$ cat config.mk
export PLATFORM = sky130hd
export DESIGN_NAME = iter_mac_unit
export DESIGN_NICKNAME = d
export VERILOG_FILES = /design/src/rtl/iter_mac_unit.sv
export SDC_FILE = /design/constraint.sdc
export NUM_CORES = 1
export LEC_CHECK = 0
export BUFFER_PORTS_ARGS = -buffer_cell sky130_fd_sc_hd__buf_2
export CORE_MARGIN = 2
export CORE_UTILIZATION = 64
export CTS_BUF_LIST = sky130_fd_sc_hd__clkbuf_8
export CTS_CLUSTER_DIAMETER = 100
export DETAILED_ROUTE_END_ITERATION = 8
export PLACE_DENSITY = 0.87
export SLEW_MARGIN = 20
export SYNTH_ARGS = -nofsm -noshare
export SYNTH_HDL_FRONTEND = slang
export SYNTH_SLANG_ARGS = --single-unit
$ cat constraint.sdc
create_clock -name clk -period 5.5 [get_ports clk]
set_clock_uncertainty 0.1 [all_clocks]
set_input_delay 0.275 -clock clk [delete_from_list [all_inputs] [get_ports clk]]
set_output_delay 0.275 -clock clk [all_outputs]
set_load 0.02 [all_outputs]
$ cat src/rtl/iter_mac_unit.sv
// Sequential shift-add multiply-accumulate, one multiplier bit per clock.
// Latency: B_W+1 edges from accept to done (EARLY_TERM=0), down to 2 edges with early termination.
// Backpressure: in_ready is high only in IDLE; in_valid is ignored while an op is in flight.
module iter_mac_unit #(
  parameter int A_W        = 7,
  parameter int B_W        = 8,
  parameter int ACC_W      = 24,
  parameter bit SAT        = 1'b1,
  parameter bit EARLY_TERM = 1'b1
) (
  input  logic                 clk,
  input  logic                 rst_n,
  input  logic                 in_valid,
  output logic                 in_ready,
  input  logic [A_W-1:0]       a,
  input  logic [B_W-1:0]       b,
  input  logic                 acc_mode,
  input  logic                 acc_clr,
  output logic [A_W+B_W-1:0]   prod,
  output logic [ACC_W-1:0]     acc,
  output logic                 done,
  output logic                 busy,
  output logic                 ovf
);

  localparam int P_W   = A_W + B_W;
  localparam int SUM_W = ACC_W + 1;
  localparam int CNT_W = $clog2(B_W + 1);

  typedef enum logic [1:0] {IDLE, RUN, FIN} state_t;

  state_t           state;
  logic [P_W-1:0]   a_sh;
  logic [P_W-1:0]   p;
  logic [B_W-1:0]   b_sh;
  logic [CNT_W-1:0] cnt;
  logic             mode_r;

  logic [B_W-1:0]   b_nxt;
  logic             last;
  logic [SUM_W-1:0] sum;

  // Next multiplier shift, termination test and the widened accumulate sum.
  always_comb begin
    b_nxt = b_sh >> 1;
    last  = (cnt == CNT_W'(B_W - 1)) || (EARLY_TERM && (b_nxt == '0));
    sum   = {1'b0, acc} + SUM_W'(p);
  end

  // Control FSM plus datapath; all outputs are registered here.
  always_ff @(posedge clk or negedge rst_n) begin
    if (!rst_n) begin
      state    <= IDLE;
      a_sh     <= '0;
      b_sh     <= '0;
      p        <= '0;
      cnt      <= '0;
      mode_r   <= 1'b0;
      prod     <= '0;
      acc      <= '0;
      done     <= 1'b0;
      busy     <= 1'b0;
      ovf      <= 1'b0;
      in_ready <= 1'b1;
    end else begin
      done <= 1'b0;
      // A clear outside FIN wipes acc/ovf without disturbing an op in flight.
      if (acc_clr && (state != FIN)) begin
        acc <= '0;
        ovf <= 1'b0;
      end
      case (state)
        IDLE: begin
          if (in_valid) begin
            a_sh     <= P_W'(a);
            b_sh     <= b;
            mode_r   <= acc_mode;
            p        <= '0;
            cnt      <= '0;
            state    <= RUN;
            in_ready <= 1'b0;
            busy     <= 1'b1;
          end
        end
        RUN: begin
          if (b_sh[0]) p <= p + a_sh;
          a_sh <= a_sh << 1;
          b_sh <= b_nxt;
          cnt  <= cnt + CNT_W'(1);
          if (last) state <= FIN;
        end
        FIN: begin
          prod     <= p;
          done     <= 1'b1;
          state    <= IDLE;
          in_ready <= 1'b1;
          busy     <= 1'b0;
          // A coincident clear turns the op into a load and drops the overflow flag.
          if (acc_clr) begin
            acc <= ACC_W'(p);
            ovf <= 1'b0;
          end else if (mode_r) begin
            if (sum[ACC_W]) begin
              ovf <= 1'b1;
              acc <= SAT ? {ACC_W{1'b1}} : sum[ACC_W-1:0];
            end else begin
              acc <= sum[ACC_W-1:0];
            end
          end else begin
            acc <= ACC_W'(p);
          end
        end
        default: state <= IDLE;
      endcase
    end
  end

endmodule

-- Word-level counts from Yosys, hierarchy flattened
Index checks and enable logic that the tools add are counted.
W data, S select, Z words.
- add/sub/neg operators: 3
- equality and inequality tests: 7
- multiplexer cells: 27
- reductions and logical operators: 12
- operators with widths (operator ; count):
    $mux W24 ; 5
    $pmux W15 S2 ; 2
    $mux W15 ; 3
    $add A24 B15 Y25 ; 1
    $pmux W8 S2 ; 1
    $add A15 B15 Y15 ; 1
    $logic_not A8 Y1 ; 1
    $mux W1 ; 8
    $mux W8 ; 1
    $ne A2 B2 Y1 const B ; 4
    $pmux W4 S2 ; 1
    $reduce_and A2 Y1 ; 4
    $reduce_bool A2 Y1 ; 3
    $add A4 B1 Y4 const B ; 1
    $eq A4 B3 Y1 const B ; 1
    $mux W2 ; 2
    $mux W4 ; 1
    $pmux W1 S2 ; 2
    $pmux W2 S2 ; 1
    $reduce_and A3 Y1 ; 1
    $eq A2 B1 Y1 const B ; 1
    $eq A2 B2 Y1 const B ; 1
    $logic_not A2 Y1 ; 1
    $logic_and A1 B1 Y1 ; 1
    $logic_or A1 B1 Y1 ; 1
- register bits after elaboration: 88
- bits of input ports: 20
- output and inout bits: 43
- logic and storage cells: 61

-- Logic depth before layout (Yosys ltp)
- word-level depth: 7
- mapped depth: 10
- gate-level depth less buffers: 9

-- Least setup slack after synthesis
No wires, ideal clock.
- path kind: register -> register
- start: reg acc[0]
- end: reg acc[8]
- setup time: 118 ps
- arrival: 2517 ps
- data required time: 5282 ps
- setup slack: 2765 ps
- cell stages (with the launch flop): 11
- path buffers: 1
- period minus slack after synthesis: 2735 ps
- cell sequence: dfrtp_1 -> ha_1 -> fa_1 -> a21o_1 -> a221oi_4 -> nor2_2 -> a41o_4 -> a21oi_4 -> buf_6 -> a21oi_1 -> a21o_1
- longest elaborated chain between the ends: 5
- ends and longest elaborated chain (item ; line ; text):
    start: declaration ; 20 ; output logic [ACC_W-1:0] acc,
    start signal: assignment ; 100 ; acc <= ACC_W'(p);
    start signal: assignment ; 105 ; acc <= SAT ? {ACC_W{1'b1}} : sum[ACC_W-1:0];
    start signal: assignment ; 107 ; acc <= sum[ACC_W-1:0];
    $add A24 B15 Y25 ; 47 ; sum = {1'b0, acc} + SUM_W'(p);
    $mux W24 ; 103 ; if (sum[ACC_W]) begin
    $mux W24 ; 102 ; end else if (mode_r) begin
    $mux W24 ; 99 ; if (acc_clr) begin
    $mux W24 ; 72 ; case (state)
No other way between the ends.
A chain may end at the register's enable or synchronous reset.

-- Worst setup path in the final report
- start: reg p[0]
- end: reg acc[2]
- longest elaborated chain between the ends: 5
- ends and longest elaborated chain (item ; line ; text):
    start: declaration ; 34 ; logic [P_W-1:0] p;
    start signal: assignment ; 86 ; if (b_sh[0]) p <= p + a_sh;
    $add A24 B15 Y25 ; 47 ;
    $mux W24 ; 103 ;
    $mux W24 ; 102 ;
    $mux W24 ; 99 ;
    $mux W24 ; 72 ;
No other way between the ends.

==> results.json <==
{
  "initial_core_util": 0.668,
  "drt-pass1-iter-count": 5,
  "timing.final.crit_share": 0.549,
  "violations": "negative hold slack",
  "drive_gt1_frac": 0.151,
  "yosys.area.top_type": "dfrtp_1",
  "nets": 701,
  "worst-setup-path-type": "reg2reg",
  "synth_seq_area_share": 0.422,
  "vias_per_cell": 6.23,
  "synth_flop_cell": "dfrtp_1",
  "synthTopCellsByArea": "dfrtp_1 (42%), nand2_1 (9.2%), ha_1 (7.2%), o21ai_0 (5.7%), a21oi_1 (3.8%)",
  "switching_share": 0.467,
  "grt_pass1_vias": 4570,
  "synth_nets": 644,
  "drc": 0,
  "postSynthAreaPerCell_um2": 8.81,
  "p_sw_mw": 1.36,
  "final_cell_mix": "nand2_1 (128), dfrtp_1 (87), buf_2 (61), o21ai_0 (59), nor2_1 (43)",
  "core-area_um2": 7810,
  "cp.arrival_ns": 3.18,
  "tightest_slew_ns": 1.11,
  "internal_power_mw": 1.55,
  "routed_wl_mm": 12.9,
  "netlist.area_leader.share": 0.417,
  "cts_sinks": 88,
  "path_buf_inv": 0,
  "ir_drop_v": 0.000288,
  "fmax_ghz": 0.331,
  "rows": 32,
  "fp.dieH_um": 94.3,
  "holdCritPathClass": "in2reg",
  "netlist_area_um2": 5220,
  "max-slew-margin-rel": 0.260,
  "pwr-share-comb": 0.482,
  "startpoint_type": "register",
  "routedWlPerCell_um": 17.1,
  "maxCapViolCount": 0,
  "clkPwrFrac": 0.140,
  "cts_root_buf": "clkbuf_8",
  "ys_types": 64,
  "ys_warn_count": 0,
  "hold_viol": 1,
  "ios": 63,
  "cp_slowest_stage_delay_ns": 0.44,
  "cp.required_ns": 5.66,
  "final_max_slew_viol_count": 0,
  "cts_setup_buffers": 0,
  "grt_overflow_total": 0,
  "status": "finished with violations",
  "cp_top_family": "compound AO/OA/AOI/OAI gates",
  "final_util": 0.741,
  "synth_edf_count": 0,
  "hpwl_mm": 9.27,
  "leakagePower_nw": 2.97,
  "grt_pass1_wl_mm": 21.2,
  "die_x_um": 94.3,
  "worst_skew_pair.late_latency_ns": 0.37,
  "clockBufferDepth": 2,
  "grt_usage": 0.304,
  "place_congestion": 0.973,
  "crit_path_cell_trace": "ha_1 -> fa_1 -> a21o_1 -> a221oi_4 -> nor2_2 -> a41o_4 -> a21oi_4 -> a21oi_1 -> a21o_1",
  "syn_inst": 592,
  "first_iter_violations": 289,
  "io_buffers": 62,
  "dieArea_um2": 8890,
  "numCtsBuffers": 9,
  "ant_nets": 0,
  "grt_max_degree": 57,
  "crit_path_max_fanout": 15,
  "htree_levels": 3,
  "period_needed_ns": 3.02,
  "cts_tree": "yes",
  "crit_slowest_cell": "dfrtp_1",
  "synthToLayoutAreaGrowth_pct": 10.9,
  "num_antenna_cells": 0,
  "cp_common_cell": "a21o_1",
  "clk_pin_slew_ns": 0.09,
  "final_common_cell": "nand2_1",
  "fin_hold_ws_ns": -0.00384,
  "rsz0062_at_grt": "false",
  "antenna_found_initial": 0,
  "setup_viol": 0,
  "vias": 4710,
  "power.density_nw_per_um2": 504,
  "crit_path_end_kind": "register",
  "synthArstFlopShare": 1.00,
  "fin_setup_tns_ns": 0,
  "synth_seq_cells": 88,
  "p_seq_frac": 0.378
}
final timing paths:
check | start | end | slack, ns | cells after the start
worst max-delay path | p[0]$_DFFE_PN0P_ | acc[2]$_DFFE_PN0P_ | 2.48 | 9
worst min-delay path | b[7] | b_sh[7]$_DFFE_PN0P_ | -0.004 | 3
worst max register to register | p[0]$_DFFE_PN0P_ | acc[2]$_DFFE_PN0P_ | 2.48 | 9
worst min register to register | busy$_DFFE_PN0P_ | busy$_DFFE_PN0P_ | 0.38 | 2
max in group asynchronous | rst_n | a_sh[6]$_DFFE_PN0P_ | 3.92 | 3
min in group asynchronous | rst_n | acc[16]$_DFFE_PN0P_ | 0.28 | 2
registers in the layout (all words and copies together), names as in the netlist:
name and cells:
ovf 1, b_sh 8, done 1, prod 15, state 2, acc 24, mode_r 1, cnt 4
busy 1, p 15, in_ready 1, a_sh 15
through the flow:
stage | power [mW] | setup slack (ns) | instances | cell area (um2) | hold WS (ns)
floorplan | 2.10 | 2.76 | 592 | 5220 | -0.121
global placement | 2.43 | 2.60 | 739 | 5600 | 0.146
detailed placement | 2.49 | 2.55 | 739 | 5600 | 0.152
CTS | 2.90 | 2.53 | 756 | 5780 | 0.000599
global route | 3.14 | 2.31 | 756 | 5780 | 0.0167
finish | 2.91 | 2.48 | 756 | 5780 | -0.00384
power by group through the flow:
stage	Clock, mW	Sequential (mW)	Combinational, mW
floorplan	0	1.14	0.965
global placement	0	1.09	1.34
detailed placement	0	1.10	1.39
CTS	0.409	1.09	1.40
global route	0.436	1.13	1.57
finish	0.408	1.10	1.40
layout make-up:
type | count | area, um2
clock buffer | 9 | 124
tap | 102 | 128
fill | 605 | 2020
inverter | 7 | 26.3
sequential | 88 | 2200
clock inverter | 7 | 47.5
timing repair buffer | 67 | 353
multi-input combinational | 476 | 2900
tightest hold or removal path, delay by kind of cell:
family / cells / cell delay [ns]
buffers and inverters: 1 / 0.07
and+or+nand+nor: 2 / 0.09
cells by family (layout without fill, tap and decap cells):
group           after synthesis  in the layout  synth area share
compound gates              196            196             0.252
xor+xnor                     19             19            0.0319
fa+ha+maj                    32             32            0.0796
buf+inv                      28             90            0.0221
flops                        88             88             0.422
mux                           2              2           0.00384
simple gates                227            227             0.189
per-layer routing:
layer | wire (um) | track usage | share of wire
met1 | 5540 | 0.406 | 0.43
met2 | 6410 | 0.518 | 0.50
met3 | 743 | 0.0393 | 0.058
met4 | 220 | 0.0918 | 0.017
met5 | 0 | 0 | 0
synth_stat cells, types with 2 or more instances:
library cell  instances
a211o_1               3
and3_1                8
a21oi_1              40
fa_1                  2
a211oi_1              5
a31oi_1               7
o211ai_1              3
o31ai_1               3
nand2_1             128
nand2b_1              5
o31ai_2               2
and4_1                3
nor2b_1               5
o21ai_0              59
o22ai_1               8
a22oi_1               7
xnor2_1               7
inv_1                 7
nand3_1              14
ha_1                 30
a21o_1               23
nor3_1                2
a221oi_1              2
o21a_1                9
clkbuf_1             17
dfrtp_1              87
buf_2                 2
o311ai_0              2
a32o_1                3
o21ai_1               2
mux2i_1               2
nor4_1                2
and2_1                6
xor2_1               12
nor2_1               43
or2_2                 4
timing repair:
| action | 4_1_cts | 5_1_grt |
|---|---|---|
| resized for setup | 0 | 0 |
| endpoints found under the hold margin | 32 | 0 |
| endpoints found under the setup margin | 0 | 0 |
| hold buffers | 1 | 0 |
Note: power is estimated with default switching activity, not from simulation.
